File: config.mk
export PLATFORM = sky130hd
export DESIGN_NAME = sr_latch_bank_driver_flat
export DESIGN_NICKNAME = d
export VERILOG_FILES = /design/src/rtl/sr_latch_bank_driver_if.sv /design/src/rtl/sr_latch_bank_driver.sv /design/src/flat_wrapper.sv
export SDC_FILE = /design/constraint.sdc
export NUM_CORES = 1
export LEC_CHECK = 0
export ABC_CLOCK_PERIOD_IN_PS = 1700
export CAP_MARGIN = 40
export CORE_UTILIZATION = 44
export CTS_BUF_LIST = sky130_fd_sc_hd__clkbuf_4 sky130_fd_sc_hd__clkbuf_8
export DETAILED_ROUTE_END_ITERATION = 10
export PLACE_DENSITY = 0.87
export SYNTH_ARGS = -nofsm -noshare
export SYNTH_HDL_FRONTEND = slang
export SYNTH_SLANG_ARGS = --single-unit
File: constraint.sdc
create_clock -name clk -period 1.7 [get_ports clk]
set_input_delay 0.34 -clock clk [delete_from_list [all_inputs] [get_ports clk]]
set_output_delay 0.34 -clock clk [all_outputs]
set_load 0.005 [all_outputs]
File: src/rtl/sr_latch_bank_driver_if.sv
// Request bus and latch-bank wiring between a register-write master and the SR-latch driver.
interface sr_latch_bank_driver_if #(
    parameter int WIDTH = 8
);
    logic             req_valid;
    logic             req_ready;
    logic             req_op;
    logic [WIDTH-1:0] req_data;
    logic [WIDTH-1:0] req_mask;
    logic [WIDTH-1:0] S;
    logic [WIDTH-1:0] R;
    logic             En;
    logic             clear;
    logic [WIDTH-1:0] q_in;
    logic             done;
    logic             err;
    logic [7:0]       err_cnt;

    modport master (
        output req_valid, req_op, req_data, req_mask, q_in,
        input  req_ready, S, R, En, clear, done, err, err_cnt
    );

    modport slave (
        input  req_valid, req_op, req_data, req_mask, q_in,
        output req_ready, S, R, En, clear, done, err, err_cnt
    );
endinterface

File: src/rtl/sr_latch_bank_driver.sv
// Sequences masked writes and bank clears onto a bank of SR latches with setup/enable/hold timing,
// then reads Q back and flags mismatches.
module sr_latch_bank_driver #(
    parameter int WIDTH     = 8,
    parameter int SETUP_CYC = 1,
    parameter int EN_CYC    = 2,
    parameter int HOLD_CYC  = 1
) (
    input  logic                    clk,
    input  logic                    rst_n,
    sr_latch_bank_driver_if.slave   bus
);
    localparam int CNT_W = 8;

    typedef enum logic [2:0] {
        ST_IDLE,
        ST_SETUP,
        ST_ENABLE,
        ST_HOLD,
        ST_CLEAR,
        ST_CHECK
    } state_t;

    state_t             r_state;
    state_t             w_next_state;
    logic [CNT_W-1:0]   r_cnt;
    logic [CNT_W-1:0]   w_load_val;
    logic [WIDTH-1:0]   r_data;
    logic [WIDTH-1:0]   r_mask;
    logic               r_op;
    logic               r_done;
    logic               r_err;
    logic [7:0]         r_err_cnt;
    logic               w_ready;
    logic               w_accept;
    logic               w_err;

    assign w_ready  = (r_state == ST_IDLE) && rst_n;
    assign w_accept = bus.req_valid && w_ready;
    assign w_err    = r_op ? (|bus.q_in) : (|((bus.q_in ^ r_data) & r_mask));

    // The dwell counter reloads whenever the state changes and counts down to zero.
    always_ff @(posedge clk) begin
        if (!rst_n) begin
            r_state <= ST_IDLE;
            r_cnt   <= '0;
        end else begin
            r_state <= w_next_state;
            if (w_next_state != r_state) begin
                r_cnt <= w_load_val;
            end else if (r_cnt != '0) begin
                r_cnt <= r_cnt - CNT_W'(1);
            end
        end
    end

    always_comb begin
        w_next_state = r_state;
        w_load_val   = '0;
        case (r_state)
            ST_IDLE: begin
                if (w_accept) begin
                    w_next_state = bus.req_op ? ST_CLEAR : ST_SETUP;
                end
            end
            ST_SETUP:  if (r_cnt == '0) w_next_state = ST_ENABLE;
            ST_ENABLE: if (r_cnt == '0) w_next_state = ST_HOLD;
            ST_HOLD:   if (r_cnt == '0) w_next_state = ST_CHECK;
            ST_CLEAR:  if (r_cnt == '0) w_next_state = ST_CHECK;
            ST_CHECK:  w_next_state = ST_IDLE;
            default:   w_next_state = ST_IDLE;
        endcase
        case (w_next_state)
            ST_SETUP:           w_load_val = CNT_W'(SETUP_CYC - 1);
            ST_ENABLE, ST_CLEAR: w_load_val = CNT_W'(EN_CYC - 1);
            ST_HOLD:            w_load_val = CNT_W'(HOLD_CYC - 1);
            default:            w_load_val = '0;
        endcase
    end

    // done/err are registered at the end of CHECK, so they appear together with req_ready.
    always_ff @(posedge clk) begin
        if (!rst_n) begin
            r_data    <= '0;
            r_mask    <= '0;
            r_op      <= 1'b0;
            r_done    <= 1'b0;
            r_err     <= 1'b0;
            r_err_cnt <= '0;
        end else begin
            r_done <= (r_state == ST_CHECK);
            if (w_accept) begin
                r_data <= bus.req_data;
                r_mask <= bus.req_mask;
                r_op   <= bus.req_op;
                r_err  <= 1'b0;
            end
            if (r_state == ST_CHECK) begin
                r_err <= w_err;
                if (w_err && (r_err_cnt != 8'hFF)) begin
                    r_err_cnt <= r_err_cnt + 8'd1;
                end
            end
        end
    end

    // S and R come from complementary halves of the mask, so they can never both be set.
    always_comb begin
        bus.req_ready = w_ready;
        bus.S         = '0;
        bus.R         = '0;
        bus.En        = 1'b0;
        bus.clear     = 1'b0;
        case (r_state)
            ST_SETUP, ST_HOLD: begin
                bus.S = r_mask & r_data;
                bus.R = r_mask & ~r_data;
            end
            ST_ENABLE: begin
                bus.S  = r_mask & r_data;
                bus.R  = r_mask & ~r_data;
                bus.En = 1'b1;
            end
            ST_CLEAR: bus.clear = 1'b1;
            default: ;
        endcase
        bus.done    = r_done;
        bus.err     = r_err;
        bus.err_cnt = r_err_cnt;
    end
endmodule
File: src/flat_wrapper.sv
// flat-port wrapper written by rule: the top's interface ports become plain ports
module sr_latch_bank_driver_flat 
#(
    parameter int WIDTH     = 8,
    parameter int SETUP_CYC = 1,
    parameter int EN_CYC    = 2,
    parameter int HOLD_CYC  = 1
)
  (clk, rst_n, bus_req_valid, bus_req_op, bus_req_data, bus_req_mask, bus_q_in, bus_req_ready, bus_S, bus_R, bus_En, bus_clear, bus_done, bus_err, bus_err_cnt);
  sr_latch_bank_driver_if #(.WIDTH(WIDTH)) bus_i ();
  input  logic clk;
  input  logic rst_n;
  input wire logic [$bits(bus_i.req_valid)-1:0] bus_req_valid;
  input wire logic [$bits(bus_i.req_op)-1:0] bus_req_op;
  input wire logic [$bits(bus_i.req_data)-1:0] bus_req_data;
  input wire logic [$bits(bus_i.req_mask)-1:0] bus_req_mask;
  input wire logic [$bits(bus_i.q_in)-1:0] bus_q_in;
  output wire logic [$bits(bus_i.req_ready)-1:0] bus_req_ready;
  output wire logic [$bits(bus_i.S)-1:0] bus_S;
  output wire logic [$bits(bus_i.R)-1:0] bus_R;
  output wire logic [$bits(bus_i.En)-1:0] bus_En;
  output wire logic [$bits(bus_i.clear)-1:0] bus_clear;
  output wire logic [$bits(bus_i.done)-1:0] bus_done;
  output wire logic [$bits(bus_i.err)-1:0] bus_err;
  output wire logic [$bits(bus_i.err_cnt)-1:0] bus_err_cnt;
  assign bus_i.req_valid = bus_req_valid;
  assign bus_i.req_op = bus_req_op;
  assign bus_i.req_data = bus_req_data;
  assign bus_i.req_mask = bus_req_mask;
  assign bus_i.q_in = bus_q_in;
  assign bus_req_ready = bus_i.req_ready;
  assign bus_S = bus_i.S;
  assign bus_R = bus_i.R;
  assign bus_En = bus_i.En;
  assign bus_clear = bus_i.clear;
  assign bus_done = bus_i.done;
  assign bus_err = bus_i.err;
  assign bus_err_cnt = bus_i.err_cnt;
  sr_latch_bank_driver #(.WIDTH(WIDTH), .SETUP_CYC(SETUP_CYC), .EN_CYC(EN_CYC), .HOLD_CYC(HOLD_CYC)) u_core (.clk(clk), .rst_n(rst_n), .bus(bus_i));
endmodule
==> out/results.ini, run 1 <==
[placement]
placedInstanceArea_um2=2711
io_buffers=56
place_congestion=0.8858
dpl.hpwl_mm=3.659
dp.cells=371

[drt]
vias=2128
routedWlPerCell_um=15.00
ant_nets=0
drt-initial-drc-count=126
drt-total-wl_mm=5.895
via_per_inst=5.415
drc=0
firstDrtPassIters=4

[sta]
finalSetupViolCount=7
period_share_pct=103.0
min_period_ps=1751
worst_slack_ps=-50.64
fmax_mhz=571.2
rsz0062_at_grt=yes
slew_viol_final=0
hold_violations=0
final.setup.tns_ps=-224.0
finalClockSkew_ps=10.24
slew_headroom_pct=78.46
worst_pin_slew_ps=320.5

[setup_path]
slowest_stage=clkdlybuf4s50_1
r2r_start=u_core.r_state[0]$_SDFF_PN0_
crit_buf_inv=1
crit_path_max_incr_delay_ps=500
required_ps=1940
cp_num_cells=7
crit_fanout=5
path_class=in -> reg
critPathLaunchType=input port
end_kind=flop
worst-r2r-cell-count=8
path_delay_family=simple AND/OR/NAND/NOR gates
regToRegEndpoint=u_core.bus.err_cnt[6]$_SDFFE_PN0P_
timing.critical_path.cells=clkdlybuf4s50_1, xor2_1, a22oi_1, nand3_2, nor2_2, or4_4, a21oi_2
arrival_ps=1990
r2r_slack_ps=-40

[synthesis]
ys_ff_latch=38
seq_area_frac_synth_pct=39.10
synth_edf_count=0
synth_top_area_share_pct=39.10
syn_area_um2=1946
synthArstFlopShare_pct=0
ys_warn_count=0
synth_area_leaders=dfxtp_1 39%, nand2_1 11%, o21ai_0 6.2%
synth_top_area_cell=dfxtp_1
synth_ff_type=dfxtp_1
synth_cell_type_count=42
synthCells=253
syn_nets=283
syn_area_per_cell_um2=7.690

[final_layout]
stdcell_count=393
drive_gt1_share_pct=31.78
antenna-diode-count=0
areaGrowthSynthToFinish_pct=55.31
stdcell_area_um2=3022
nets=373

[cts]
clockBufferDepth=2
htree_levels=2
hold_buffers=0
cts_buffers=5
clock-sinks=38
root_buffer=clkbuf_8
cts_tree=built
path_clk_slew_ps=80
insertion_delay_ps=300

[die]
ioPinCount=57
die_w_um=68.50
num_rows=23
dieArea_um2=4692
die_h_um=68.50
core_um2=4115
start_util_pct=47.28

[grt]
grt-ovfl-total=0
grt_max_degree=33
antenna_found_initial=0
grt_pass1_vias=2008
grt_pass1_wl_mm=9.052
grt_usage_pct=26.72

[flow_run]
drv_cap=0

[hold_path]
hp-start=u_core.bus.err$_SDFFE_PN0P_
hp-class=reg -> reg
hold_depth=2
min_to=u_core.bus.err$_SDFFE_PN0P_

[status]
failed_checks=negative setup slack
status=finished, violations left

[power]
peakVddDrop_uv=733.1
power_density_nw_per_um2=1403
power_leakage_nw=1.276

==> area by class of cell <==
type                            instances  area (um^2)
Multi-Input combinational cell        198         1267
Sequential cell                        38        765.7
Clock buffer                            7        83.83
Timing Repair Buffer                   95        823.3
Tap cell                               50        62.56
Inverter                                5        18.77
Fill cell                             300         1094
==> kinds of logic after synthesis <==
group | count (synthesis) | synth area share (%)
AO/OA/AOI/OAI | 59 | 18.59
XOR/XNOR | 12 | 5.402
adder cells (fa/ha/maj) | 2 | 1.286
buffers and inverters | 17 | 4.180
AND/OR/NAND/NOR | 124 | 30.93
flip-flops | 38 | 39.10
multiplexers | 1 | 0.5145
==> cells in the mapped netlist, types with 3 or more instances <==
cell type and n:
inv_1 5, and3_1 8, or4_1 3, a22oi_1 3
nand3_1 6, nand2_1 57, xor2_1 10, a21oi_1 15
a211oi_1 3, buf_2 4, nor2_1 26, o21ai_0 24
and2_1 4, o31ai_1 4, nor3_1 5, clkbuf_1 5
dfxtp_1 38
==> per-layer routing <==
metal	track usage [%]	part of all wire [%]
met1	33.06	42
met2	42.77	51
met4	11.98	2.2
met5	0	0
met3	7.730	4.6
==> repair_timing <==
action,CTS,global route
setup endpoints to repair,28,34
pin swaps,14,14
resized for setup,91,36
setup buffers,12,2
gates cloned,1,0
hold endpoints to repair,0,0
==> layout by cell type (no fill, tap or decap), types with 3 or more instances in the layout <==
| master | n |
|---|---|
| dfxtp_1 | 34 |
| a21oi_2 | 3 |
| nor2_2 | 3 |
| a21oi_1 | 12 |
| clkbuf_8 | 5 |
| nand2_1 | 49 |
| buf_4 | 28 |
| clkbuf_2 | 6 |
| nor3_1 | 5 |
| nor2_1 | 21 |
| xor2_1 | 10 |
| a22oi_1 | 3 |
| inv_1 | 4 |
| buf_6 | 11 |
| dfxtp_2 | 4 |
| or4_4 | 3 |
| nand2_2 | 7 |
| and3_1 | 3 |
| o21ai_0 | 21 |
| dlygate4sd2_1 | 6 |
| clkdlybuf4s50_1 | 32 |
| and3_4 | 5 |
| buf_2 | 9 |
| o31ai_1 | 3 |
| nand3_1 | 5 |
==> worst register-to-register path: cells and delay by family (launching register included) <==
| family | cells | cell delay [ps] |
|---|---|---|
| buffers and inverters | 2 | 210 |
| DFF | 1 | 360 |
| and+or+nand+nor | 3 | 700 |
| AOI/OAI and AO/OA | 3 | 430 |
==> power breakdown <==
| part | internal, W | total (W) | switching (W) |
|---|---|---|---|
| Sequential | 0.00107 | 0.00129 | 0.000217 |
| Combinational | 0.00119 | 0.00233 | 0.00114 |
| Clock | 0.000314 | 0.000623 | 0.000309 |
==> stage by stage <==
stage | power [W] | hold WS (ps) | setup slack (ps) | util, %
CTS | 0.003954 | 467.6 | -119.8 | 71.42
global placement | 0.002919 | 455.2 | -396.3 | 65.89
finish | 0.004240 | 467.1 | -50.64 | 73.43
floorplan | 0.002346 | 448.6 | 25.17 | -
global route | 0.004493 | 508.8 | -119.5 | 73.43
detailed placement | 0.002978 | 459.7 | -468.5 | 65.89
==> worst max-delay path by stage <==
stage,endpoint,slack (ps),startpoint
5_1_grt,u_core.bus.err_cnt[5]$_SDFFE_PN0P_,-120,bus_q_in[0]
6_report,u_core.bus.err_cnt[7]$_SDFFE_PN0P_,-50,bus_q_in[1]
3_3_place_gp,u_core.bus.err_cnt[6]$_SDFFE_PN0P_,-400,bus_q_in[5]
3_5_place_dp,u_core.bus.err_cnt[6]$_SDFFE_PN0P_,-470,bus_q_in[5]
4_1_cts,bus_S[2],-120,u_core.r_state[0]$_SDFF_PN0_
2_1_floorplan,u_core.r_cnt[0]$_SDFFE_PN0P_,30,u_core.r_cnt[0]$_SDFFE_PN0P_
==> state kept, by name (all words and copies together), names as in the netlist <==
| name | flops |
|---|---|
| u_core.bus.done | 1 |
| u_core.r_op | 1 |
| u_core.r_data | 8 |
| u_core.bus.err_cnt | 8 |
| u_core.r_mask | 8 |
| u_core.r_cnt | 8 |
| u_core.bus.err | 1 |
| u_core.r_state | 3 |
(Power assumes the default switching activity.)
==> run 2, diff against run 1 <==
--- a/config.mk
+++ b/config.mk
@@ -9,8 +9,11 @@
 export CAP_MARGIN = 40
 export CORE_UTILIZATION = 44
 export CTS_BUF_LIST = sky130_fd_sc_hd__clkbuf_4 sky130_fd_sc_hd__clkbuf_8
+export CTS_CLUSTER_DIAMETER = 80
 export DETAILED_ROUTE_END_ITERATION = 10
+export MAX_ROUTING_LAYER = met4
 export PLACE_DENSITY = 0.87
+export REMOVE_ABC_BUFFERS = 1
 export SYNTH_ARGS = -nofsm -noshare
 export SYNTH_HDL_FRONTEND = slang
 export SYNTH_SLANG_ARGS = --single-unit
==> out/results.ini, run 2 (synthesized netlist as in run 1, its figures left out) <==
[status]
status=finished, violations left
failed_checks=negative setup slack

[cts]
htree_levels=2
clock-sinks=38
insertion_delay_ps=290
clockBufferDepth=2
root_buffer=clkbuf_8
cts_tree=built
path_clk_slew_ps=70
cts_buffers=5
hold_buffers=0

[final_layout]
areaGrowthSynthToFinish_pct=64.05
antenna-diode-count=0
final_common_cell=nand2_1
nets=386
fillers=260
drive_gt1_share_pct=35.39
final_cell_mix=48 x nand2_1, 40 x buf_4, 34 x dfxtp_1

[drt]
ant_nets=0
vias=2272
drc=0
routedWlPerCell_um=16.00
via_per_inst=5.596
drt-total-wl_mm=6.495
firstDrtPassIters=4
drt-initial-drc-count=198

[setup_path]
crit_buf_inv=5
required_ps=1360
path_class=reg -> out
crit_path_max_incr_delay_ps=360
cp_common_cell=buf_6
crit_fanout=4
timing.critical_path.cells=nor2_4, nor2_4, buf_6, buf_6, buf_12, buf_6, nand2_2, nor2_1, buf_2
cp_num_cells=9
end_kind=output port
slowest_stage=dfxtp_4
worst-r2r-cell-count=8
path_delay_family=buffers and inverters
arrival_ps=1510
critPathLaunchType=flop

[grt]
antenna_found_initial=0
grt_pass1_vias=2028
grt_usage_pct=26.63
grt_max_degree=33
grt_pass1_wl_mm=8.873
grt-ovfl-total=0

[die]
core_um2=4115
die_h_um=68.50
num_rows=23
start_util_pct=47.28
ioPinCount=57
die_w_um=68.50
dieArea_um2=4692

[hold_path]
hp-class=reg -> reg
hold_depth=2

[sta]
fmax_mhz=541.1
worst_slack_ps=-148.1
hold_violations=0
worst_pin_slew_ps=346.7
final.setup.tns_ps=-1007
slew_headroom_pct=76.67
slew_viol_final=0
period_share_pct=108.7
min_period_ps=1848
finalSetupViolCount=18
finalClockSkew_ps=4.300
rsz0062_at_grt=yes

[placement]
place_congestion=0.8696
post-place-ws_ps=-506.1
dpl.hpwl_mm=3.569
io_buffers=56

[flow_run]
drv_cap=0

[power]
peakVddDrop_uv=615.5
power_leakage_nw=1.408
power_density_nw_per_um2=1444

[run 2: per-stage QoR]
| step | std cells | cell area [um^2] | util [%] | hold slack (ps) | total power [W] |
|---|---|---|---|---|---|
| 6_report | 406 | 3192 | 77.56 | 493.0 | 0.004610 |
| 5_1_grt | 406 | 3192 | 77.56 | 502.1 | 0.004855 |
| 4_1_cts | 396 | 2988 | 72.61 | 490.8 | 0.004138 |
| 3_5_place_dp | 378 | 2751 | 66.86 | 480.3 | 0.003054 |
| 3_3_place_gp | 378 | 2751 | 66.86 | 470.3 | 0.002994 |
| 2_1_floorplan | 241 | 1883 | - | 448.6 | 0.002229 |
[run 2: cell type report]
cell class                      instances  area (um^2)  area share (%)
Multi-Input combinational cell        198         1297           40.65
Sequential cell                        38        773.2           24.23
Tap cell                               50        62.56           1.960
Timing Repair Buffer                  108        955.9           29.95
Clock buffer                            7        83.83           2.626
Inverter                                5        18.77          0.5880
[run 2: final timing paths]
check             slack, ps                          from                                 end
setup / recovery       -150  u_core.r_state[0]$_SDFF_PN0_                            bus_R[2]
hold / removal          490   u_core.bus.err$_SDFFE_PN0P_         u_core.bus.err$_SDFFE_PN0P_
setup reg to reg        -80  u_core.r_state[1]$_SDFF_PN0_  u_core.bus.err_cnt[6]$_SDFFE_PN0P_
hold reg to reg         490   u_core.bus.err$_SDFFE_PN0P_         u_core.bus.err$_SDFFE_PN0P_
[run 2: layer usage]
layer,vias up,wire (um),global-route usage (%)
li1,1085,-,-
met1,1076,2708,30.20
met2,94,3261,43.75
met3,17,376,6.250
met4,0,148,13.28
met5,-,0,-
[run 2: tightest hold or removal path: cells and delay by family (launching register included)]
kind,cells,cell delay (ps)
AND/OR/NAND/NOR,1,70
flip-flops,1,330
AO/OA/AOI/OAI,1,60
[run 2: timing repair]
item	4_1_cts	5_1_grt
buffers inserted	10	11
endpoints found under the hold margin	0	0
gates cloned	1	0
setup endpoints to repair	46	37
resized for setup	98	53
pin swaps	18	17
[run 2: power by group]
group	switching (W)	internal, W
clock	0.000299	0.000314
combinational	0.00128	0.00142
sequential	0.000218	0.00108
